## src/rtl/pwm_capture.sv

```systemverilog
// pwm_capture: measures an incoming PWM waveform and recovers its duty code and period.
// Optional glitch filter after the synchronizer is enabled with `define PWM_CAPTURE_FILTER_EN.
module pwm_capture #(
  parameter int N       = 4,
  parameter int CW      = N + 2,
  parameter int TIMEOUT = 2 ** (N + 1)
) (
  input  logic          clk,
  input  logic          rst,
  input  logic          ena,
  input  logic          step,
  input  logic          pwm_in,
  output logic [N-1:0]  duty,
  output logic [CW-1:0] period,
  output logic          valid,
  output logic          stuck
);

  localparam logic [1:0] WAIT_RISE = 2'd0;
  localparam logic [1:0] MEAS_HIGH = 2'd1;
  localparam logic [1:0] MEAS_LOW  = 2'd2;

  localparam int IW = $clog2(TIMEOUT + 1);
  localparam logic [IW-1:0] IDLE_MAX  = IW'(TIMEOUT);
  localparam logic [IW-1:0] IDLE_LAST = IW'(TIMEOUT - 1);
  localparam logic [CW-1:0] CNT_MAX   = '1;
  localparam logic [CW-1:0] DUTY_MAX  = CW'((2 ** N) - 1);

  logic          sync1;
  logic          sync2;
  logic          level;
  logic          prev;
  logic          rise;
  logic          fall;
  logic          any_edge;
  logic          timeout;
  logic          armed;
  logic [1:0]    state;
  logic [CW-1:0] hcnt;
  logic [CW-1:0] pcnt;
  logic [CW-1:0] first_cnt;
  logic [IW-1:0] idle;

  function automatic logic [CW-1:0] sat_inc(input logic [CW-1:0] v);
    return (v == CNT_MAX) ? v : v + CW'(1);
  endfunction

  always_ff @(posedge clk) begin
    if (rst) begin
      sync1 <= 1'b0;
      sync2 <= 1'b0;
    end else begin
      sync1 <= pwm_in;
      sync2 <= sync1;
    end
  end

`ifdef PWM_CAPTURE_FILTER_EN
  // Level only moves once three consecutive synchronized samples agree.
  logic hist1;
  logic hist2;
  logic filt_q;

  always_ff @(posedge clk) begin
    if (rst) begin
      hist1  <= 1'b0;
      hist2  <= 1'b0;
      filt_q <= 1'b0;
    end else begin
      hist1  <= sync2;
      hist2  <= hist1;
      filt_q <= level;
    end
  end

  always_comb begin
    level = filt_q;
    if (sync2 && hist1 && hist2) begin
      level = 1'b1;
    end else if (!sync2 && !hist1 && !hist2) begin
      level = 1'b0;
    end
  end
`else
  assign level = sync2;
`endif

  always_ff @(posedge clk) begin
    if (rst) begin
      prev <= 1'b0;
    end else begin
      prev <= level;
    end
  end

  assign rise     = level & ~prev;
  assign fall     = ~level & prev;
  assign any_edge = rise | fall;

  // The step coinciding with an edge is the first step of the new phase.
  assign first_cnt = CW'(step);

  // Timeout reports once, then stays quiet until a full period re-arms it.
  assign timeout = step & ~any_edge & armed & (idle == IDLE_LAST);

  always_ff @(posedge clk) begin
    if (rst) begin
      state  <= WAIT_RISE;
      hcnt   <= '0;
      pcnt   <= '0;
      idle   <= '0;
      armed  <= 1'b1;
      duty   <= '0;
      period <= '0;
      valid  <= 1'b0;
      stuck  <= 1'b0;
    end else if (!ena) begin
      state <= WAIT_RISE;
      hcnt  <= '0;
      pcnt  <= '0;
      idle  <= '0;
      valid <= 1'b0;
    end else begin
      valid <= 1'b0;

      if (any_edge) begin
        idle <= '0;
      end else if (step && (idle != IDLE_MAX)) begin
        idle <= idle + IW'(1);
      end

      if (timeout) begin
        state  <= WAIT_RISE;
        hcnt   <= '0;
        pcnt   <= '0;
        duty   <= {N{level}};
        period <= '0;
        stuck  <= 1'b1;
        valid  <= 1'b1;
        armed  <= 1'b0;
      end else begin
        case (state)
          WAIT_RISE: begin
            if (rise) begin
              state <= MEAS_HIGH;
              hcnt  <= first_cnt;
              pcnt  <= first_cnt;
            end
          end
          MEAS_HIGH: begin
            if (fall) begin
              state <= MEAS_LOW;
              if (step) begin
                pcnt <= sat_inc(pcnt);
              end
            end else if (step) begin
              hcnt <= sat_inc(hcnt);
              pcnt <= sat_inc(pcnt);
            end
          end
          MEAS_LOW: begin
            if (rise) begin
              duty   <= (hcnt > DUTY_MAX) ? {N{1'b1}} : hcnt[N-1:0];
              period <= pcnt;
              stuck  <= 1'b0;
              valid  <= 1'b1;
              armed  <= 1'b1;
              state  <= MEAS_HIGH;
              hcnt   <= first_cnt;
              pcnt   <= first_cnt;
            end else if (step) begin
              pcnt <= sat_inc(pcnt);
            end
          end
          default: begin
            state <= WAIT_RISE;
          end
        endcase
      end
    end
  end

endmodule

```

## config.mk

```make
export PLATFORM = sky130hd
export DESIGN_NAME = pwm_capture
export DESIGN_NICKNAME = d
export VERILOG_FILES = /design/src/rtl/pwm_capture.sv
export SDC_FILE = /design/constraint.sdc
export NUM_CORES = 1
export LEC_CHECK = 0
export ABC_AREA = 1
export CAP_MARGIN = 20
export CELL_PAD_IN_SITES_DETAIL_PLACEMENT = 0
export CELL_PAD_IN_SITES_GLOBAL_PLACEMENT = 1
export CORE_ASPECT_RATIO = 0.8
export CORE_MARGIN = 4
export CORE_UTILIZATION = 25
export CTS_BUF_LIST = sky130_fd_sc_hd__clkbuf_16
export DETAILED_ROUTE_END_ITERATION = 10
export HOLD_SLACK_MARGIN = 0.05
export PLACE_DENSITY = 0.54
export SLEW_MARGIN = 20
export SYNTH_ARGS = -nofsm -noshare
export SYNTH_HDL_FRONTEND = slang
export SYNTH_SLANG_ARGS = --single-unit
export TNS_END_PERCENT = 10
```

## constraint.sdc

```tcl
create_clock -name clk -period 1.48 [get_ports clk]
set_clock_uncertainty 0.1 [all_clocks]
set_input_delay 0.296 -clock clk [delete_from_list [all_inputs] [get_ports clk]]
set_output_delay 0.296 -clock clk [all_outputs]
set_load 0.02 [all_outputs]
```

Word-level counts from Yosys, hierarchy flattened
Cells that the tools add are included.
- register bits after elaboration: 36
- input port bits: 5
- output and inout port bits: 12
- word-level logic and storage cells: 80
- $add $sub $neg: 3
- magnitude comparators: 1
- equal/unequal tests: 12
- mux-type cells: 28
- bitwise operators: 10
- reductions and logical operators: 14
- operators by type and width (operator ; count):
    $mux W6 ; 10
    $add A6 B1 Y6 const B ; 3
    $pmux W6 S3 ; 1
    $mux W4 ; 4
    $eq A6 B6 Y1 const B ; 2
    $pmux W6 S2 ; 1
    $ne A2 B2 Y1 const B ; 5
    $mux W1 ; 9
    $eq A6 B5 Y1 const B ; 1
    $gt A6 B4 Y1 const B ; 1
    $ne A6 B6 Y1 const B ; 1
    $reduce_bool A2 Y1 ; 3
    $reduce_or A3 Y1 ; 2
    $and A1 B1 Y1 ; 5
    $reduce_and A5 Y1 ; 1
    $mux W2 ; 2
    $not A1 Y1 ; 4
    $pmux W2 S2 ; 1
    $reduce_and A2 Y1 ; 2
    $reduce_or A2 Y1 ; 2
    $reduce_and A3 Y1 ; 1
    $reduce_bool A3 Y1 ; 1
    $eq A2 B1 Y1 const B ; 1
    $eq A2 B2 Y1 const B ; 1
    4 further kinds ; 4

Longest topological paths before layout
Gate-level depths: netlist (run 1).
- word-level depth: 9
- gate-level depth with buffers: 10
- depth with buffers taken out: 10

Worst setup path after synthesis (run 1)
OpenSTA, ideal clock, no wires.
- kind: register to register
- start: reg sync2, in the netlist level
- end: reg duty[0]
- arrival: 1.385 ns
- required time: 1.267 ns
- path slack: -0.117 ns
- stages on the path, launching flop included: 11
- buffers on the path: 1
- period minus slack after synthesis: 1.597 ns
- cell sequence: dfxtp_1 > inv_1 > ha_1 > nand2_1 > nor3_4 > nand2_4 > nand2_4 > nand2_4 > buf_6 > nor2_1 > nor2_1
- word-level cells in the longest chain between the ends: 9
- elaborated cells between the ends (all ways): 12
- those cells by class: mux (1); bitwise (8); reduce/logical (3)
- RTL lines (what ; line ; RTL):
    from (decl) ; 30 ; logic sync2;
    from (signal assigned) ; 54 ; sync2 <= sync1;
    $not A1 Y1 ; 97 ; assign fall = ~level & prev;
    $and A1 B1 Y1 ; 97 ;
    $or A1 B1 Y1 ; 98 ; assign any_edge = rise | fall;
    $not A1 Y1 ; 104 ; assign timeout = step & ~any_edge & armed & (idle == IDLE_LAST);
    $and A1 B1 Y1 (3 in series) ; 104 ;
    $reduce_bool A2 Y1 (no source line) ; -- ;
    $reduce_and A3 Y1 (no source line) ; -- ;
    to (signal assigned) ; 136 ; duty <= {N{level}};
    to (signal assigned) ; 163 ; duty <= (hcnt > DUTY_MAX) ? {N{1'b1}} : hcnt[N-1:0];
    to (decl) ; 13 ; output logic [N-1:0] duty,
Several ways; a longest one is shown, not always the timed one.
A chain may end at the register's enable or synchronous reset.

Worst setup path after layout (run 1)
- start: reg sync2, in the netlist level
- end: reg state[0]
- word-level cells in the longest chain between the ends: 8
- elaborated cells between the ends (all ways): 12
- those cells by class: eq/ne (2); bitwise (8); reduce/logical (2)
- RTL lines (what ; line ; RTL):
    $not A1 Y1 ; 97 ;
    $and A1 B1 Y1 ; 97 ;
    $or A1 B1 Y1 ; 98 ;
    $not A1 Y1 ; 104 ;
    $and A1 B1 Y1 (3 in series) ; 104 ;
    $reduce_or A3 Y1 (no source line) ; -- ;
    to (signal assigned) ; 108 ; state <= WAIT_RISE;
    to (signal assigned) ; 118 ; state <= WAIT_RISE;
    to (signal assigned) ; 133 ; state <= WAIT_RISE;
    to (decl) ; 38 ; logic [1:0] state;
Several ways; a longest one is shown, not always the timed one.

==> results.yml, run 1 <==
outcome:
  status: "finished with violations"
  violations: "setup timing"
critical_path:
  critical_path.most_common_cell: "nand2_4"
  crit_chain: "inv_4, ha_4, nand2_4, nor3_4, nand2_4, nand2_2, buf_12, a211oi_1"
  cpMaxStageDelayCell: "dfxtp_4"
  arrival_ns: 1.64
  cp.required_ns: 1.54
  max_stage_delay_ns: 0.37
  crit_path_start_kind: "register"
  path_buf_inv: 2
  critical_path_class: "register to register"
  critPathTopFamily: "simple AND/OR/NAND/NOR gates"
  crit_fanout: 8
  crit_start: "level$_SDFF_PP0_"
  end_kind: "register"
  r2r-start: "level$_SDFF_PP0_"
cells_and_area:
  fin_util: 0.3839
  final_cells: 459
  drive_gt1_frac: 0.2938
  diodes: 0
  nets: 368
  area_growth_pct: 46.27
route:
  drt-initial-drc-count: 57
  dr.pass1.iters: 4
  drc: 0
  wl_per_cell_um: 11.54
  drtAntennaViolNets: 0
  routed_wl_um: 5298
  vias: 1962
  drt-vias-per-instance: 4.275
worst_hold_path:
  hp-class: "register to register"
  hp-start: "sync1$_SDFF_PP0_"
logic_synthesis:
  synth-seq-area-share: 0.3646
  avgSynthCellArea_um2: 7.010
  synth_area_leader_cell: "dfxtp_1"
  yosys.area.top_type_share: 0.3646
  syn_inst: 282
  ys_types: 28
  ys.flop_type: "dfxtp_1"
  synth.area.top_cells: "dfxtp_1, nand2_1, inv_1"
  ys_ff_latch: 36
  netlist_area_mm2: 0.001977
  synth_edf_count: 0
  synth_most_common_cell: "nand2_1"
  yosys-top-cells-count: "nand2_1, dfxtp_1, inv_1"
  postSynthNetCount: 297
  async_reset_ff_frac: 0
  ys_warn_count: 0
clock_tree:
  cts_tree: "yes"
  postCtsHoldBufs: 0
  ctsLongestPathBuffers: 2
  htree_levels: 2
  numCtsBuffers: 5
  clockRootBuffer: "clkbuf_16"
  clk_latency_ns: 0.28
  clk_pin_slew_ns: 0.06
  cts.sinks: 36
timing:
  setup_violations: 27
  fmax_ghz: 0.6313
  hold_viol: 0
  fin_crit_ns: 1.584
  finalCritPeriodShare: 1.070
  rsz0062_at_grt: "true"
  worstMarginPinSlew_ns: 0.2703
  fin_ws_ns: -0.1040
  slew_violations: 0
  maxSlewHeadroom: 0.8196
floorplanning:
  die_area_mm2: 0.009403
  row_count: 28
  die_width_um: 107.4
  die_y_um: 87.54
  start_util: 0.2625
  num_io_pins: 17
  core-area_mm2: 0.007532
grt:
  track_usage: 0.1220
  grt_overflow: 0
  grt_max_degree: 13
  antenna_found_initial: 0
  grt_pass1_vias: 1883
  grt_pass1_wl_um: 9032
power_and_ir_drop:
  ir_drop_mv: 0.4443
  p_leak_nw: 1.319
  p_total_mw: 2.235
  p_per_area_mw_per_mm2: 772.9
place:
  place_ws_ns: -0.3904
  dp_cells: 446
  place_hpwl_um: 3992
  place.gp.congestion: 0.7495
  portBuffers: 16
job:
  cap_violations: 0
## power by group
group	switching, mW	internal [mW]
combinational	0.109	0.0979
clock	0.424	0.620
sequential	0.00583	0.977
## worst register-to-register path, delay by kind of cell, from the launching register on
family,cells,cell delay [ns]
AO/OA/AOI/OAI,1,0.04
adder cells (fa/ha/maj),1,0.26
buffers and inverters,2,0.17
flip-flops,1,0.37
AND/OR/NAND/NOR,4,0.50
## per-layer routing
layer | track usage | vias to the layer above | routed length [µm]
met2 | 0.1806 | 22 | 2242
met5 | 0 | - | 0
li1 | - | 1058 | -
met1 | 0.1787 | 874 | 2880
met4 | 0.03784 | 0 | 72
met3 | 0.02432 | 8 | 102
## through the flow
stage	area [µm²]	hold WS, ns	TNS [ns]
CTS	2821	0.2979	-2.579
floorplan	1998	0.2809	-1.631
global placement	2620	0.2944	-9.843
detailed placement	2620	0.2959	-10.55
finish	2892	0.2907	-2.270
global route	2892	0.3328	-5.407
## final timing paths
path | to | slack (ns) | cells after the start
worst min register to register | level$_SDFF_PP0_ | 0.29 | 2
worst max register to register | state[0]$_SDFFE_PP0P_ | -0.10 | 8
worst min-delay path | level$_SDFF_PP0_ | 0.29 | 2
worst max-delay path | state[0]$_SDFFE_PP0P_ | -0.10 | 8
## cell families after synthesis
kind of cell             after synthesis  synth area share
XOR/XNOR                               5           0.02216
adder cells (fa/ha/maj)               10           0.06329
flip-flops                            36            0.3646
AO/OA/AOI/OAI                         46            0.1247
buffers and inverters                 44           0.09747
AND/OR/NAND/NOR                      141            0.3278
## cell usage in the layout (no fill, tap or decap), types with 8 or more instances in the layout
cell type       n
nand2_1        67
buf_4          50
inv_1          32
dfxtp_1        31
nor2_1         22
a21oi_1        22
nand3_1        15
dlygate4sd2_1  12
o21ai_0        11
nand4_1        10
nand2_2         9
ha_1            8
## cell type report
type / instances / area, µm²
Sequential cell: 36 / 729.5
Fill cell: 807 / 4641
Clock inverter: 3 / 18.77
Tap cell: 105 / 131.4
Clock buffer: 5 / 125.1
Inverter: 38 / 145.1
Multi-Input combinational cell: 203 / 1185
Timing Repair Buffer: 69 / 556.8
## timing repair
item                       CTS  global route
pin swaps                    6             2
cloned                       1             1
resized for setup           24            24
buffers inserted             3             0
setup endpoints to repair   39            33
## sequential cells by signal, summed over array words and instances, names as in the netlist
name,count
prev,1
sync1,1
idle,6
stuck,1
duty,4
state,2
level,1
armed,1
period,6
pcnt,6
valid,1
hcnt,6
No activity file was read; power rests on OpenSTA's default activity.
==> inputs of run 2 (changes only) <==
- CAP_MARGIN: 20 -> 10
- CELL_PAD_IN_SITES_DETAIL_PLACEMENT: 0 -> unset
- CELL_PAD_IN_SITES_GLOBAL_PLACEMENT: 1 -> unset
- MAX_ROUTING_LAYER: unset -> met4
- PLACE_DENSITY: 0.54 -> 0.42
==> run 2 against run 1 <==
Against the previous run:
- the run still ends with setup timing left
- hold slack better by 0.014 ns
- maximum frequency rose by 1.2%
- design area shrank 1.2%
- critical endpoint is now duty[1]$_SDFFE_PP0P_
- critical path type unchanged
- global-route usage is 0.50 points lower
- die area unchanged
- highest routed layer unchanged
==> results.yml, run 2 (synthesis gave the netlist of run 1 again) <==
route:
  wl_per_cell_um: 11.16
  drt-vias-per-instance: 4.188
  dr.pass1.iters: 5
  vias: 1876
  routed_wl_um: 5001
  drt-initial-drc-count: 36
  drc: 0
  drtAntennaViolNets: 0
critical_path:
  critical_path.most_common_cell: "nand2_4"
  cpMaxStageDelayCell: "dfxtp_2"
  arrival_ns: 1.64
  reg2reg_depth: 9
  regToRegSetupSlack_ns: -0.09
  critical_path_class: "register to register"
  cp.required_ns: 1.56
  crit_end: "duty[1]$_SDFFE_PP0P_"
  reg2reg_to: "duty[1]$_SDFFE_PP0P_"
  r2r-start: "level$_SDFF_PP0_"
  crit_fanout: 8
  path_buf_inv: 1
  critPathTopFamily: "simple AND/OR/NAND/NOR gates"
  crit_chain: "inv_2, ha_4, nand2_4, nor3_4, nand2_4, nand2_4, nand2_4, nor2_1, nor2_1"
  crit_path_start_kind: "register"
  max_stage_delay_ns: 0.33
  path_depth: 9
  end_kind: "register"
  crit_start: "level$_SDFF_PP0_"
cells_and_area:
  fin_util: 0.3794
  diodes: 0
  final_cells: 448
  final_cell_mix: "nand2_1, buf_4, dfxtp_1"
  nFillCells: 813
  area_growth_pct: 44.56
  layout_commonest_cell: "nand2_1"
  fin_area_mm2: 0.002858
  nets: 357
  drive_gt1_frac: 0.2828
grt:
  grt_pass1_vias: 1819
  grt_pass1_wl_um: 8507
  grt_overflow: 0
  grtUsageMet1: 0.1573
  busiest_layer: "met2"
  use_met2: 0.1760
  track_usage: 0.1170
  antenna_found_initial: 0
  grt_util_met3: 0.03390
  grt_max_degree: 17
clock_tree:
  cts.sinks: 36
  htree_levels: 2
  clockRootBuffer: "clkbuf_16"
  clk_latency_ns: 0.28
  ctsLongestPathBuffers: 2
  numCtsBuffers: 5
  cts_tree: "yes"
  clk_pin_slew_ns: 0.06
power_and_ir_drop:
  p_per_area_mw_per_mm2: 831.9
  p_leak_nw: 1.271
  p_total_mw: 2.377
  seqPwrFrac: 0.414
  net-switching-power_mw: 0.5205
  clockPowerShare: 0.501
  combPwrFrac: 0.086
  ir_drop_mv: 0.4115
  p_int_mw: 1.857
  swShare: 0.2190
outcome:
  status: "finished with violations"
  violations: "setup timing"
timing:
  fmax_ghz: 0.6386
  slew_violations: 0
  fin_ws_ns: -0.08581
  tns_ns: -0.9806
  setup_violations: 17
  maxSlewHeadroom: 0.8397
  rsz0062_at_grt: "true"
  finalCritPeriodShare: 1.058
  fin_crit_ns: 1.566
  worstMarginPinSlew_ns: 0.2386
  hold_viol: 0
  hold_slack_ns: 0.3050
floorplanning:
  core-area_mm2: 0.007532
  die_width_um: 107.4
  num_io_pins: 17
  die_area_mm2: 0.009403
  die_y_um: 87.54
  row_count: 28
  start_util: 0.2625
place:
  place_ws_ns: -0.3981
  dp_cells: 437
  place_hpwl_um: 3752
  place.gp.congestion: 0.8472
  place_area_mm2: 0.002540
  portBuffers: 16
worst_hold_path:
  hp-class: "register to register"
job:
  cap_violations: 0
==> run 2: tightest hold or removal path, stage by stage (launching register included) <==
cell	delay, ns
dfxtp_1	0.29
inv_1	0.05
nor2_1	0.03
==> run 2: worst min-delay path by stage <==
stage	start	to	slack, ns	cells past startpoint
3_3_place_gp	sync1$_SDFF_PP0_	level$_SDFF_PP0_	0.30	2
2_1_floorplan	sync1$_SDFF_PP0_	level$_SDFF_PP0_	0.28	2
5_1_grt	sync1$_SDFF_PP0_	level$_SDFF_PP0_	0.34	2
4_1_cts	sync1$_SDFF_PP0_	level$_SDFF_PP0_	0.31	2
6_report	sync1$_SDFF_PP0_	level$_SDFF_PP0_	0.31	2
3_5_place_dp	sync1$_SDFF_PP0_	level$_SDFF_PP0_	0.30	2
==> run 2: what timing repair did <==
item,4_1_cts,5_1_grt
buffers inserted,1,2
setup endpoints to repair,39,29
pin swaps,4,4
hold buffers,0,0
gates resized for setup,43,15
gates cloned,0,1
==> run 2: per-layer routing <==
layer / part of all wire / up-vias
met2: 0.41 / 20
met5: 0 / -
met3: 0.033 / 2
met4: 0.0034 / 0
met1: 0.55 / 822
li1: - / 1032
==> run 2: final cells by class <==
type,count,area [µm²],share of cell area
multi-input combinational,203,1226,0.4291
sequential,36,725.7,0.2539
timing repair buffer,58,467.9,0.1637
inverter,38,142.6,0.04991
tap,105,131.4,0.04597
clock buffer,5,125.1,0.04378
clock inverter,3,38.79,0.01357
==> run 2: power by group through the flow <==
stage / sequential, mW / clock [mW] / combinational (mW)
after floorplan: 1.01 / 0 / 0.0893
after global placement: 1.00 / 0 / 0.182
after detailed placement: 1.00 / 0 / 0.179
after CTS: 0.983 / 1.25 / 0.198
after global routing: 0.984 / 1.30 / 0.227
final: 0.983 / 1.19 / 0.204
==> inputs of run 3 (changes only) <==
- SLEW_MARGIN: 20 -> unset
==> results of run 3 <==
No change in the layout: final DEF, timing and power equal those of run 2.
